## src/rtl/cache_ctrl_fsm_if.sv

```systemverilog
// Requester/memory-side signal bundle for the cache miss controller.
// The controller sits on the slave modport; the requester/memory model drives the master side.
interface cache_ctrl_fsm_if #(
    parameter int WORDS = 4
);
    localparam int OFFW = $clog2(WORDS);

    logic            rd;
    logic            wr;
    logic            hit;
    logic            valid;
    logic            dirty;
    logic            mem_stall;
    logic            stall;
    logic            done;
    logic            err;
    logic            cache_hit;
    logic            cache_wr;
    logic            comp;
    logic            cache_sel;
    logic [OFFW-1:0] cache_offset;
    logic            mem_wr;
    logic            mem_rd;
    logic            mem_sel;
    logic [OFFW-1:0] mem_offset;

    modport slave (
        input  rd, wr, hit, valid, dirty, mem_stall,
        output stall, done, err, cache_hit, cache_wr, comp, cache_sel,
               cache_offset, mem_wr, mem_rd, mem_sel, mem_offset
    );

    modport master (
        output rd, wr, hit, valid, dirty, mem_stall,
        input  stall, done, err, cache_hit, cache_wr, comp, cache_sel,
               cache_offset, mem_wr, mem_rd, mem_sel, mem_offset
    );
endinterface

```

## src/rtl/cache_ctrl_fsm.sv

```systemverilog
// Cache miss controller: hit completion in IDLE, dirty-line writeback, pipelined line
// allocation overlapping memory reads with cache fills, then compare and done.
module cache_ctrl_fsm #(
    parameter int WORDS   = 4,
    parameter int MEM_LAT = 2
) (
    input  logic                  clk,
    input  logic                  rst,
    cache_ctrl_fsm_if.slave       io_bus,
    output logic [2:0]            o_dbg_state
);
    localparam int OFFW = $clog2(WORDS);
    localparam int CNTW = $clog2(WORDS + MEM_LAT);

    localparam logic [CNTW-1:0] C_LAST_WB = CNTW'(WORDS - 1);
    localparam logic [CNTW-1:0] C_LAST_AL = CNTW'(WORDS + MEM_LAT - 1);
    localparam logic [CNTW-1:0] C_WORDS   = CNTW'(WORDS);
    localparam logic [CNTW-1:0] C_LAT     = CNTW'(MEM_LAT);

    typedef enum logic [2:0] {
        S_IDLE  = 3'd0,
        S_WB    = 3'd1,
        S_ALLOC = 3'd2,
        S_CMP   = 3'd3,
        S_DONE  = 3'd4
    } state_t;

    state_t          r_state;
    logic [CNTW-1:0] r_cnt;
    logic            r_wr_q;

    logic            w_one_req;
    logic            w_both_req;
    logic            w_hit;
    logic            w_stall, w_done, w_err, w_cache_hit, w_cache_wr, w_comp, w_cache_sel;
    logic            w_mem_wr, w_mem_rd, w_mem_sel;
    logic [OFFW-1:0] w_cache_offset, w_mem_offset;

    assign w_one_req  = io_bus.rd ^ io_bus.wr;
    assign w_both_req = io_bus.rd & io_bus.wr;
    assign w_hit      = io_bus.hit & io_bus.valid;

    always_ff @(posedge clk) begin
        if (rst) begin
            r_state <= S_IDLE;
            r_cnt   <= '0;
            r_wr_q  <= 1'b0;
        end else begin
            case (r_state)
                S_IDLE: begin
                    if (w_one_req && !w_hit) begin
                        r_wr_q  <= io_bus.wr;
                        r_cnt   <= '0;
                        r_state <= (io_bus.valid && io_bus.dirty) ? S_WB : S_ALLOC;
                    end
                end
                S_WB: begin
                    if (!io_bus.mem_stall) begin
                        if (r_cnt == C_LAST_WB) begin
                            r_cnt   <= '0;
                            r_state <= S_ALLOC;
                        end else begin
                            r_cnt <= r_cnt + CNTW'(1);
                        end
                    end
                end
                // A stall freezes cnt, which also freezes the read-to-fill alignment.
                S_ALLOC: begin
                    if (!io_bus.mem_stall) begin
                        if (r_cnt == C_LAST_AL) begin
                            r_cnt   <= '0;
                            r_state <= S_CMP;
                        end else begin
                            r_cnt <= r_cnt + CNTW'(1);
                        end
                    end
                end
                S_CMP:   r_state <= S_DONE;
                S_DONE:  r_state <= S_IDLE;
                default: r_state <= S_IDLE;
            endcase
        end
    end

    always_comb begin
        w_stall        = 1'b0;
        w_done         = 1'b0;
        w_err          = 1'b0;
        w_cache_hit    = 1'b0;
        w_cache_wr     = 1'b0;
        w_comp         = 1'b0;
        w_cache_sel    = 1'b0;
        w_cache_offset = '0;
        w_mem_wr       = 1'b0;
        w_mem_rd       = 1'b0;
        w_mem_sel      = 1'b0;
        w_mem_offset   = '0;
        if (rst) begin
            w_comp = 1'b1;
        end else begin
            case (r_state)
                S_IDLE: begin
                    if (w_both_req) begin
                        w_err = 1'b1;
                    end else if (w_one_req) begin
                        if (w_hit) begin
                            w_done      = 1'b1;
                            w_cache_hit = 1'b1;
                            w_cache_wr  = io_bus.wr;
                            w_comp      = 1'b1;
                        end
                    end else begin
                        w_comp = 1'b1;
                    end
                end
                S_WB: begin
                    w_stall        = 1'b1;
                    w_mem_wr       = 1'b1;
                    w_cache_sel    = 1'b1;
                    w_cache_offset = r_cnt[OFFW-1:0];
                    w_mem_offset   = r_cnt[OFFW-1:0];
                end
                S_ALLOC: begin
                    w_stall = 1'b1;
                    if (r_cnt < C_WORDS) begin
                        w_mem_rd     = 1'b1;
                        w_mem_sel    = 1'b1;
                        w_mem_offset = r_cnt[OFFW-1:0];
                    end
                    if (r_cnt >= C_LAT) begin
                        w_cache_wr     = 1'b1;
                        w_cache_sel    = 1'b1;
                        w_cache_offset = OFFW'(r_cnt - C_LAT);
                    end
                end
                S_CMP: begin
                    w_stall    = 1'b1;
                    w_comp     = 1'b1;
                    w_cache_wr = r_wr_q;
                end
                S_DONE: begin
                    w_done     = 1'b1;
                    w_comp     = 1'b1;
                    w_cache_wr = r_wr_q;
                end
                default: w_stall = 1'b1;
            endcase
        end
    end

    assign io_bus.stall        = w_stall;
    assign io_bus.done         = w_done;
    assign io_bus.err          = w_err;
    assign io_bus.cache_hit    = w_cache_hit;
    assign io_bus.cache_wr     = w_cache_wr;
    assign io_bus.comp         = w_comp;
    assign io_bus.cache_sel    = w_cache_sel;
    assign io_bus.cache_offset = w_cache_offset;
    assign io_bus.mem_wr       = w_mem_wr;
    assign io_bus.mem_rd       = w_mem_rd;
    assign io_bus.mem_sel      = w_mem_sel;
    assign io_bus.mem_offset   = w_mem_offset;
    assign o_dbg_state         = r_state;
endmodule
```

## src/flat_wrapper.sv

```systemverilog
// flat-port wrapper written by rule: the top's interface ports become plain ports
module cache_ctrl_fsm_flat 
#(
    parameter int WORDS   = 4,
    parameter int MEM_LAT = 2
)
  (clk, rst, o_dbg_state, io_bus_rd, io_bus_wr, io_bus_hit, io_bus_valid, io_bus_dirty, io_bus_mem_stall, io_bus_stall, io_bus_done, io_bus_err, io_bus_cache_hit, io_bus_cache_wr, io_bus_comp, io_bus_cache_sel, io_bus_cache_offset, io_bus_mem_wr, io_bus_mem_rd, io_bus_mem_sel, io_bus_mem_offset);
  cache_ctrl_fsm_if #(.WORDS(WORDS)) io_bus_i ();
  input  logic clk;
  input  logic rst;
  output logic [2:0] o_dbg_state;
  input wire logic [$bits(io_bus_i.rd)-1:0] io_bus_rd;
  input wire logic [$bits(io_bus_i.wr)-1:0] io_bus_wr;
  input wire logic [$bits(io_bus_i.hit)-1:0] io_bus_hit;
  input wire logic [$bits(io_bus_i.valid)-1:0] io_bus_valid;
  input wire logic [$bits(io_bus_i.dirty)-1:0] io_bus_dirty;
  input wire logic [$bits(io_bus_i.mem_stall)-1:0] io_bus_mem_stall;
  output wire logic [$bits(io_bus_i.stall)-1:0] io_bus_stall;
  output wire logic [$bits(io_bus_i.done)-1:0] io_bus_done;
  output wire logic [$bits(io_bus_i.err)-1:0] io_bus_err;
  output wire logic [$bits(io_bus_i.cache_hit)-1:0] io_bus_cache_hit;
  output wire logic [$bits(io_bus_i.cache_wr)-1:0] io_bus_cache_wr;
  output wire logic [$bits(io_bus_i.comp)-1:0] io_bus_comp;
  output wire logic [$bits(io_bus_i.cache_sel)-1:0] io_bus_cache_sel;
  output wire logic [$bits(io_bus_i.cache_offset)-1:0] io_bus_cache_offset;
  output wire logic [$bits(io_bus_i.mem_wr)-1:0] io_bus_mem_wr;
  output wire logic [$bits(io_bus_i.mem_rd)-1:0] io_bus_mem_rd;
  output wire logic [$bits(io_bus_i.mem_sel)-1:0] io_bus_mem_sel;
  output wire logic [$bits(io_bus_i.mem_offset)-1:0] io_bus_mem_offset;
  assign io_bus_i.rd = io_bus_rd;
  assign io_bus_i.wr = io_bus_wr;
  assign io_bus_i.hit = io_bus_hit;
  assign io_bus_i.valid = io_bus_valid;
  assign io_bus_i.dirty = io_bus_dirty;
  assign io_bus_i.mem_stall = io_bus_mem_stall;
  assign io_bus_stall = io_bus_i.stall;
  assign io_bus_done = io_bus_i.done;
  assign io_bus_err = io_bus_i.err;
  assign io_bus_cache_hit = io_bus_i.cache_hit;
  assign io_bus_cache_wr = io_bus_i.cache_wr;
  assign io_bus_comp = io_bus_i.comp;
  assign io_bus_cache_sel = io_bus_i.cache_sel;
  assign io_bus_cache_offset = io_bus_i.cache_offset;
  assign io_bus_mem_wr = io_bus_i.mem_wr;
  assign io_bus_mem_rd = io_bus_i.mem_rd;
  assign io_bus_mem_sel = io_bus_i.mem_sel;
  assign io_bus_mem_offset = io_bus_i.mem_offset;
  cache_ctrl_fsm #(.WORDS(WORDS), .MEM_LAT(MEM_LAT)) u_core (.clk(clk), .rst(rst), .io_bus(io_bus_i), .o_dbg_state(o_dbg_state));
endmodule
```

## config.mk

```make
export PLATFORM = sky130hd
export DESIGN_NAME = cache_ctrl_fsm_flat
export DESIGN_NICKNAME = d
export VERILOG_FILES = /design/src/rtl/cache_ctrl_fsm_if.sv /design/src/rtl/cache_ctrl_fsm.sv /design/src/flat_wrapper.sv
export SDC_FILE = /design/constraint.sdc
export NUM_CORES = 1
export LEC_CHECK = 0
export CAP_MARGIN = 20
export CELL_PAD_IN_SITES_DETAIL_PLACEMENT = 0
export CELL_PAD_IN_SITES_GLOBAL_PLACEMENT = 2
export CORE_MARGIN = 2
export CORE_UTILIZATION = 23
export CTS_CLUSTER_DIAMETER = 40
export DETAILED_ROUTE_END_ITERATION = 16
export PLACE_DENSITY_LB_ADDON = 0.1
export SLEW_MARGIN = 15
export SYNTH_ARGS = -nofsm -noshare
export SYNTH_HDL_FRONTEND = slang
export SYNTH_SLANG_ARGS = --single-unit
```

## constraint.sdc

```tcl
create_clock -name clk -period 1.8 [get_ports clk]
set_input_delay 0.27 -clock clk [delete_from_list [all_inputs] [get_ports clk]]
set_output_delay 0.27 -clock clk [all_outputs]
set_load 0.02 [all_outputs]
```

; ---- After elaboration in Yosys (flattened, before gate mapping)
; Index checks and enable logic that the tools add are counted.
[classes]
addsub = 2
mul = 0
div = 0
magnitude_cmp = 2
eq_ne = 11
n_shift = 0
mux = 48
bitwise_logic = 3
reduce_logical = 10
[ops]
columns = cell, n
row1 = $mux W3, 10
row2 = $mux W1, 25
row3 = $pmux W3 S4, 1
row4 = $mux W2, 5
row5 = $eq A3 B2 Y1 const B, 3
row6 = $pmux W3 S3, 1
row7 = $pmux W2 S2, 2
row8 = $eq A3 B3 Y1 const B, 2
row9 = $ne A2 B1 Y1 const B, 3
row10 = $pmux W1 S2, 3
row11 = $reduce_and A5 Y1, 1
row12 = $ne A2 B2 Y1 const B, 2
row13 = $reduce_and A4 Y1, 1
row14 = $reduce_or A2 Y1, 2
row15 = $add A3 B1 Y3 const B, 1
row16 = $eq A3 B1 Y1 const B, 1
row17 = $ge A3 B2 Y1 const B, 1
row18 = $logic_not A3 Y1, 1
row19 = $lt A3 B3 Y1 const B, 1
row20 = $pmux W1 S3, 1
row21 = $reduce_bool A3 Y1, 1
row22 = $and A1 B1 Y1, 2
row23 = $logic_and A1 B1 Y1, 2
row24 = $reduce_and A2 Y1, 1
row25 = other kinds (3), 3
[word_totals]
ff_bits = 7
latch_bits = 0
ram_bits = 0
romBits = 0
input_bits = 8
memories = 0

; ---- Longest topological paths before layout
[logic_depth]
ltp_word = 6
depth_mapped = 6

; ---- Least setup slack after synthesis
; OpenSTA, ideal clock, no wires.
[synth_timing]
kind = reg2out
start = register u_core.r_state[1], in the netlist u_core.o_dbg_state[1]
end = output io_bus_cache_wr
arrival_time_ns = 1.523
setup_slack_ns = 0.007
stages_incl_launch_ff = 6
n_path_buf = 1
path_cell_list = dfxtp_1 buf_4 o21ai_1 o31ai_1 a31oi_1 a2111oi_2
[synth_between]
elab_chain_len = 4
elab_cells_between_ends = 7
classes_between = 3 x eq/ne / 2 x mux / 2 x reduce/logical
[synth_lines]
columns = item, line
row1 = from (decl), cache_ctrl_fsm.sv:28  ; state_t r_state;
row2 = from (signal assigned), cache_ctrl_fsm.sv:54  ; r_state <= (io_bus.valid && io_bus.dirty) ? S_WB : S_ALLOC;
row3 = $eq A3 B2 Y1 / $eq A3 B3 Y1 (equally long branches), cache_ctrl_fsm.sv:101  ; case (r_state)
row4 = $reduce_or A2 Y1 (no line), -
row5 = $pmux W1 S3 *, cache_ctrl_fsm.sv:101
row6 = $mux W1 *, cache_ctrl_fsm.sv:98  ; if (rst) begin
row7 = to (decl), flat_wrapper.sv:22  ; output wire logic [$bits(io_bus_i.cache_wr)-1:0] io_bus_cache_wr;
; Mark *: on every way between the ends. The rest lies on a longest branch, timed or not.

; ---- Worst setup path after layout
; Ends and elaborated chain as after synthesis.

==> impl_results.md <==
* CP Launch Type: flop
* Period utilization at 100%
* Final WL at around 2000 µm
* CTS tree: built
* Critical path class: flop to primary output
* GR Layer Usage met3 at 4.24%
* CTS Hold Buffers Added at 0
* Ant. Diodes at 0
* Routability congestion estimate at approximately 0.77
* Mapped Nets at approximately 100
* # Max-Cap Violations at 0
* Slowest stage delay, CP at around 0.34 ns
* Commonest cells post-synth: nor2_1, dfxtp_1, inv_1, nand2_1, o21ai_0
* Flop pwr share at 20.5%
* DIE WIDTH at about 58 µm
* # rows at 19
* Clock slew at reported path FFs at ~0.060 ns
* TritonCTS buffer count at 3
* Mapped Cells at 88
* Clock network fraction of total power at 13.1%
* Initial antenna violation count at 0
* Leak at between 0.5 and 0.6 nW
* Slew @ Worst Pin at roughly 0.31 ns
* Critical path arrival at about 1.5 ns
* Top-count cell post-synth: nor2_1
* Worst hold margin at 0.410 ns
* R2R Setup Slk at 0.22 ns
* Drt drc at 0
* Post-layout nets at about 160
* Busiest metal layer after global routing: met2
* Final worst slack at -0.00502 ns
* Root Buffer: clkbuf_4
* DRT iter0 DRCs at 17
* Outcome: complete, but fails checks
* M1 GR Usage at approximately a fifth
* H-tree Lvls at 1
* Die span in y at a little under 60 µm
* Synthesis-stage register bit count at 7
* Logic pwr share at about two thirds
* Async SR Flop Fraction at 0%
* Syn-to-layout area delta at 76.9%
* Util after Layout at a little over two fifths
* Total grt overflow at 0
* Final count of negative-setup-slack endpoints at 1
* Met2 Usage GRT at 20.0%
* Num ports at 25
* RSZ-0062 raised after global routing: true
* Post-synth EDFFs at 0
* Failing checks: negative setup slack
* Largest net degree at the start of global routing at 12
* Critical path fanouts, max at 5
* P per Cell Area at 966 nW/µm²
* Switching Share at a little over two fifths
* # fillers at 297
* Top cell type's share of synthesized area at 21.1%
* Sink Count at 7
* Dpl hpwl at around 1600 µm
* Min-delay worst type: input port to flop
* Final hold vios at 0
* Crit-path cells: buf_4, nor3_2, a31oi_1, a2111oi_2, buf_2
* Core Region at approximately 2800 µm²
* Post-synth top area cell: dfxtp_1
* Synthesized area at between 600 and 700 µm²
* Vias in the first global route at just under 800
* Switching power of the nets at 0.000480 W
* Via density at around 4.6
* Fin crit period at around 1.8 ns
* Top post-synthesis cells by area: dfxtp_1, ha_1, nor2_1, o21ai_0, buf_4
* Bufs on Longest Clock Path at 2
* Hold path cells at 4
* Routed Antenna Nets at 0
* Main flop type after synthesis: dfxtp_1
* Avg WL per Cell at about 12 µm
* Port bufs at 24
* Skew-Pair Late Insertion Delay at roughly 0.25 ns
* Slew headroom at about four fifths
* CP Data Required Time at roughly 1.5 ns
* Synth unique cells at 30
* Max Transition Viols Final at 0
* Share of layout cells above drive strength 1 at a little under half
* Yosys warns at 0
* Initial Utilization at 24.1%
* Cell-internal power at about 0.00066 W
* Synthesized area per cell at about 7.6 µm²
* Max VDD drop at roughly 0.47 mV
* First-pass GRT wire length at between 3000 and 4000 µm
* Sequential area share after synthesis at 21.1%
* CP max-delay cell: dfxtp_2
* Max Clk Rate at approximately 550 MHz
* R2R cell count at 7
* Worst setup EP type: primary output
* Setup Skew at between 0.0015 and 0.002 ns
* Total track usage at between 10% and 20%
* Pre-antenna DRT Iters at 4
* Total Die Area at approximately 3300 µm²
* Via count at about 800
## flip-flops by register name (all words and copies together) (netlist names)
| register | count |
|---|---|
| u_core.o_dbg_state | 3 |
| u_core.r_cnt | 3 |
| u_core.r_wr_q | 1 |
## per-layer routing
metal | vias up | routed length, µm
li1 | 432 | -
met1 | 360 | 1010
met2 | 10 | 933
met3 | 0 | 65
met4 | 0 | 0
met5 | - | 0
## stage by stage
stage | std cells | power (W) | TNS (ns) | setup slack [ns] | area (µm²)
floorplan | 88 | 0.000631 | 0 | 0.00679 | 666
global route | 173 | 0.00124 | -0.127 | -0.0969 | 1180
global placement | 168 | 0.000992 | -5.92 | -0.617 | 1130
CTS | 172 | 0.00114 | -0.0744 | -0.0744 | 1160
detailed placement | 168 | 0.000984 | -6.10 | -0.684 | 1130
finish | 173 | 0.00114 | -0.00502 | -0.00502 | 1180
## final cells by class
class / count / area, µm² / share of cell area, %
multi-input combinational: 70 / 523 / 44.4
timing repair buffer: 54 / 418 / 35.5
sequential: 7 / 145 / 12.3
tap: 31 / 38.8 / 3.29
clock buffer: 4 / 26.3 / 2.23
inverter: 7 / 26.3 / 2.23
## logic make-up (layout without fill, tap and decap cells)
| kind of cell | Yosys count | in the layout | share of synthesized area [%] |
|---|---|---|---|
| adder cells (fa/ha/maj) | 5 | 5 | 9.40 |
| AND/OR/NAND/NOR | 34 | 34 | 27.3 |
| flip-flops | 7 | 7 | 21.1 |
| multiplexers | 1 | 1 | 1.50 |
| AO/OA/AOI/OAI | 30 | 30 | 32.3 |
| buffers and inverters | 11 | 65 | 8.46 |
## path summary, 6_finish.rpt
| check | startpoint | to |
|---|---|---|
| setup / recovery | u_core.o_dbg_state[1] | io_bus_cache_wr |
| hold / removal | io_bus_wr | u_core.r_wr_q |
| setup reg to reg | u_core.r_cnt[1] | u_core.r_cnt[1] |
| hold reg to reg | u_core.r_wr_q | u_core.r_wr_q |
## critical path: cells and delay by family, from the launching register on
family | cells | cell delay, ns
DFF | 1 | 0.34
buffers and inverters | 2 | 0.37
and+or+nand+nor | 1 | 0.14
AOI/OAI and AO/OA | 2 | 0.44
## what timing repair did
action	CTS	global route
pin swaps	5	5
endpoints found under the hold margin	0	0
setup endpoints to repair	14	10
setup buffers	0	1
gates resized for setup	53	24
## power groups by stage
stage | Sequential [W] | Clock, W | Combinational (W)
after floorplan | 0.000245 | 0 | 0.000386
after global placement | 0.000227 | 0 | 0.000766
after detailed placement | 0.000224 | 0 | 0.000760
after CTS | 0.000228 | 0.000155 | 0.000752
after global routing | 0.000240 | 0.000167 | 0.000833
final | 0.000233 | 0.000149 | 0.000755
## placed cells by master, fill, tap and decap left out, types with 3 or more instances in the layout
| cell type | n |
|---|---|
| clkbuf_4 | 3 |
| clkbuf_2 | 7 |
| dfxtp_1 | 5 |
| a31oi_1 | 4 |
| buf_4 | 33 |
| nand3_1 | 3 |
| inv_1 | 7 |
| a21oi_1 | 3 |
| and3_1 | 3 |
| ha_1 | 4 |
| clkdlybuf4s50_1 | 6 |
| nand2_1 | 4 |
| nor2_1 | 7 |
| and2_1 | 3 |
| o21ai_0 | 5 |
No activity file was read; power rests on OpenSTA's default activity.
==> RTL edit 1 (config.mk and constraints unchanged) <==
Make the reset (`rst`) asynchronous in one clocked block.
--- a/src/rtl/cache_ctrl_fsm.sv
+++ b/src/rtl/cache_ctrl_fsm.sv
@@ -42,3 +42,3 @@
 
-    always_ff @(posedge clk) begin
+    always_ff @(posedge clk or posedge rst) begin
         if (rst) begin
Formal check against the unedited RTL: differs if rst is asserted again (counterexample within 4 cycles, from zero or initial values and one cycle with rst high); with rst held inactive, the same outputs for 10 cycles.
==> RTL edit 1 against the unedited design <==
  * The flow still finishes with violations (negative setup slack)
  * Routed wire length increased by 27%
  * Setup slack lost 240 ps
  * First-iteration DRC count is 5.9% lower
  * Cell area up 35%
  * Sequential cell count unchanged
  * Critical path depth unchanged
  * Global-route usage up 0.92 points
  * Via count is 12% higher
  * Synthesized area increased by 7.3%
  * Critical path type unchanged
  * Critical endpoint unchanged
Power is not compared: it rests on default switching activity, and its combinational part moved more than twofold at a synthesized area within 25%.
==> RTL edit 1: results (changes against the unedited design) <==
| Metric | This run | vs unedited |
| --- | --- | --- |
| Synthesized net count | 100 | -0.99% |
| Post-Route Setup TNS | -679 ps | -674 ps |
| Cell depth of the worst hold path | 3 | -1 |
| Half-perimeter wire length after placement | 1840 um | +13% |
| Fraction of final layout cells with drive strength greater than 1 | 65.8% | +19 points |
| Status | finished, violations left |  |
| Share of the synthesized netlist area taken by xor and xnor gates | 1.23% | +1.2 points |
| Vias in the first global route | 811 | +2.9% |
| Post-place setup slack | -781 ps | -96.6 ps |
| Worst endpoint data arrival time | 1780 ps | +240 ps |
| Crit Reg-Reg Startpoint | u_core.o_dbg_state[0] |  |
| Share of synthesized area occupied by flip-flops and latches | 24.5% | +3.5 points |
| Post-layout worst setup margin | -247 ps | -242 ps |
| GR met2 Demand/Resource | 21.3% | +1.3 points |
| Worst Clk Skew | 1.26 ps | -0.548 ps |
| Iteration-0 DRC Markers | 16 | -1 |
| Commonest cells post-synth | sky130_fd_sc_hd__nor3_1 (10), sky130_fd_sc_hd__dfrtp_1 (7), sky130_fd_sc_hd__inv_1 (7) |  |
| Net count, final | 170 | +9.0% |
| Number of library cell types mapped by synthesis | 36 | +20% |
| Worst flop-to-flop path endpoint | u_core.r_cnt[0] |  |
| Slew at the pin with the worst max-slew slack | 478 ps | +167 ps |
| Final count of negative-setup-slack endpoints | 9 | +8 |
| Violated checks | negative setup slack |  |
| Share of synthesized cell area in full adder, half adder and majority cells | 10.5% | +1.1 points |
| Via Count | 898 | +12% |
| Met3 Use GR | 3.46% | -0.78 points |
| Crit Path Max Fanout | 4 | -1 |
| Dominant cells by area after synthesis | sky130_fd_sc_hd__dfrtp_1 (25%), sky130_fd_sc_hd__ha_1 (11%), sky130_fd_sc_hd__nor3_1 (7.0%) |  |
| Multiplexer share of the synthesized area | 10.7% | +9.2 points |
## RTL edit 1: per-stage QoR
step	cell area, um2	std cells	hold WS (ps)
after global routing	1590	188	368
after CTS	1370	180	492
after floorplan	741	86	349
after detailed placement	1280	176	487
final	1590	188	351
after global placement	1280	176	489
## RTL edit 1: final cells by class
class | instances | area, um2
well taps | 33 | 41.3
multi-input cells | 65 | 696
inverters | 8 | 30.0
fillers | 264 | 1420
flip-flops and latches | 7 | 178
repair buffers | 71 | 617
clock buffers | 4 | 26.3
## RTL edit 1: routing by layer
layer  wire (um)  vias to the layer above
li1            -                      449
met1        1230                      428
met2        1210                       19
met3          97                        2
met4          16                        0
met5           0                        -
## RTL edit 1: worst max path at each step
stage / slack (ps) / start / end / cells past startpoint
final: -250 / u_core.o_dbg_state[1] / io_bus_cache_wr / 5
after global placement: -730 / io_bus_wr / io_bus_cache_wr / 8
after global routing: -320 / u_core.o_dbg_state[0] / io_bus_cache_wr / 6
after CTS: -240 / u_core.o_dbg_state[2] / io_bus_cache_wr / 5
after floorplan: -40 / u_core.o_dbg_state[0] / io_bus_cache_sel / 4
after detailed placement: -780 / io_bus_wr / io_bus_done / 6
## RTL edit 1: what timing repair did
item / in CTS / in global routing
buffers inserted: 1 / 11
setup endpoints to repair: 17 / 15
gates resized for setup: 96 / 44
pin swaps: 6 / 16
## RTL edit 1: kinds of logic (layout without fill, tap and decap cells)
family,Yosys count,after routing
xor gates and xnor gates,1,1
AOI/OAI and AO/OA,16,16
muxes,7,7
adders and majority gates,6,6
buffers and inverters,14,83
DFF,7,7
and+or+nand+nor,35,35
## RTL edit 1: report_power, final
group          switching (mW)  internal, mW  leakage, nW
sequential             0.0647         0.234       0.0864
clock                  0.0529        0.0843       0.0150
combinational            1.09          1.33        0.645
## RTL edit 1: critical path: cells and delay by family, from the launching register on
kind | cells | cell delay, ps
flops | 1 | 410
compound gates | 3 | 740
buf+inv | 1 | 180
simple gates | 1 | 200
==> RTL edit 2 (same settings) <==
Made on the original files. `WORDS` is set to 4 in 3 places; all go to 8.
--- a/src/rtl/cache_ctrl_fsm_if.sv
+++ b/src/rtl/cache_ctrl_fsm_if.sv
@@ -3,3 +3,3 @@
 interface cache_ctrl_fsm_if #(
-    parameter int WORDS = 4
+    parameter int WORDS = 8
 );
--- a/src/rtl/cache_ctrl_fsm.sv
+++ b/src/rtl/cache_ctrl_fsm.sv
@@ -3,3 +3,3 @@
 module cache_ctrl_fsm #(
-    parameter int WORDS   = 4,
+    parameter int WORDS   = 8,
     parameter int MEM_LAT = 2
--- a/src/flat_wrapper.sv
+++ b/src/flat_wrapper.sv
@@ -3,3 +3,3 @@
 #(
-    parameter int WORDS   = 4,
+    parameter int WORDS   = 8,
     parameter int MEM_LAT = 2
Ports: changed (resized io_bus_cache_offset and io_bus_mem_offset); port bits go from 25 to 27. The function was not compared with the original's and may differ.
==> RTL edit 2 against the unedited design <==
  * Routed wire length grew 46%
  * Cell area increased by 39%
  * The flow still finishes with violations (negative setup slack)
  * Sequential cell count is 1 higher
  * Via count is 30% higher
  * Fmax shrank 8.0%
  * Synthesized area grew 19%
  * Non-clock buffer count grew 19
  * Die area rose by 17%
  * Worst hold slack improved by 84 ps
  * Synthesized cell count grew 20%
  * Setup slack got worse by 160 ps
Power is not compared: it rests on default switching activity, and its combinational part moved more than twofold at a synthesized area within 25%.
==> RTL edit 2: results (changes against the unedited design) <==
| Metric | This run | vs unedited |
| --- | --- | --- |
| Status | finished, violations left |  |
| Count of non-CTS inverters in the layout | 5 | -2 |
| Post-Route Setup TNS | -710 ps | -705 ps |
| Via Count | 1,041 | +30% |
| Met1 Use GR | 18.8% | -0.32 points |
| Worst Clk Skew | 6.50 ps | +4.69 ps |
| Met1 layer wirelength in the final routing | 1270 um | +26% |
| Hold Path Sink | u_core.o_dbg_state[1] |  |
| Top routing layer used | met4 |  |
| Number of buffers added on ports | 26 | +8.3% |
| All-layer global routing usage | 15.3% | +1.8 points |
| Register share of the cell area | 10.2% | -2.1 points |
| Proportion of cell area occupied by multi-input gates | 47.2% | +2.8 points |
| GR met2 Demand/Resource | 26.5% | +6.5 points |
| Half-perimeter wire length after placement | 2000 um | +22% |
| Dominant cells by area after synthesis | sky130_fd_sc_hd__dfxtp_1 (20%), sky130_fd_sc_hd__ha_1 (7.9%), sky130_fd_sc_hd__nor2_1 (5.7%) |  |
| Placed Instance Area | 0.00129 mm2 | +14% |
| Iteration-0 DRC Markers | 55 | +38 |
| Post-layout worst setup margin | -162 ps | -157 ps |
| Finished Layout Cells | 220 | +27% |
| Cell family with the largest share of critical-path delay | simple AND/OR/NAND/NOR gates |  |
| Biggest cell delay along the critical path | 510 ps | +170 ps |
| Startpoint of the most critical hold path | io_bus_valid |  |
| Worst Setup End Kind | flip-flop |  |
| Cell count after synthesis | 106 | +20% |
| Timing startpoint of the critical path | u_core.r_cnt[1] |  |
| Number of well-tap cells placed | 46 | +48% |
| Largest net degree at the start of global routing | 21 | +9 |
| Repair and plain buffers | 73 | +35% |
| Number of multi-input combinational cells in the layout | 85 | +21% |
| Amount of wire on met2 after detailed routing | 1480 um | +59% |
| CTS sink count | 8 | +1 |
| Total length of routed wires | 2930 um | +46% |
| Violated checks | negative setup slack |  |
| Final hold slack | 494 ps | +84.2 ps |
| Post-place setup slack | -615 ps | +68.9 ps |
| Filler cells | 339 | +14% |
| Final count of negative-setup-slack endpoints | 9 | +8 |
| Cell depth of the worst hold path | 3 | -1 |
==> RTL edit 2: cell count changes after synthesis, moves of 3 or more <==
cell                       delta
sky130_fd_sc_hd__nor3_1       +5
sky130_fd_sc_hd__clkbuf_1     +4
sky130_fd_sc_hd__a31oi_1      -3
sky130_fd_sc_hd__buf_4        -3
sky130_fd_sc_hd__nand3_1      -3
sky130_fd_sc_hd__nor2_1       +3
sky130_fd_sc_hd__nor2b_1      +3
==> RTL edit 2: cell families (layout without fill, tap and decap cells) <==
family          after synthesis  in the layout  synth area share, %
xor+xnor                      1              1                 1.11
buf+inv                      13             81                 7.91
simple gates                 50             50                 34.7
compound gates               26             26                 24.1
fa+ha+maj                     5              5                 7.91
flops                         8              8                 20.3
mux                           3              3                 4.11
==> RTL edit 2: repair_timing <==
item | 4_1_cts | 5_1_grt
gates resized for setup | 111 | 20
pin swaps | 14 | 9
setup endpoints to repair | 21 | 11
buffers inserted | 14 | 5
hold buffers | 0 | 0
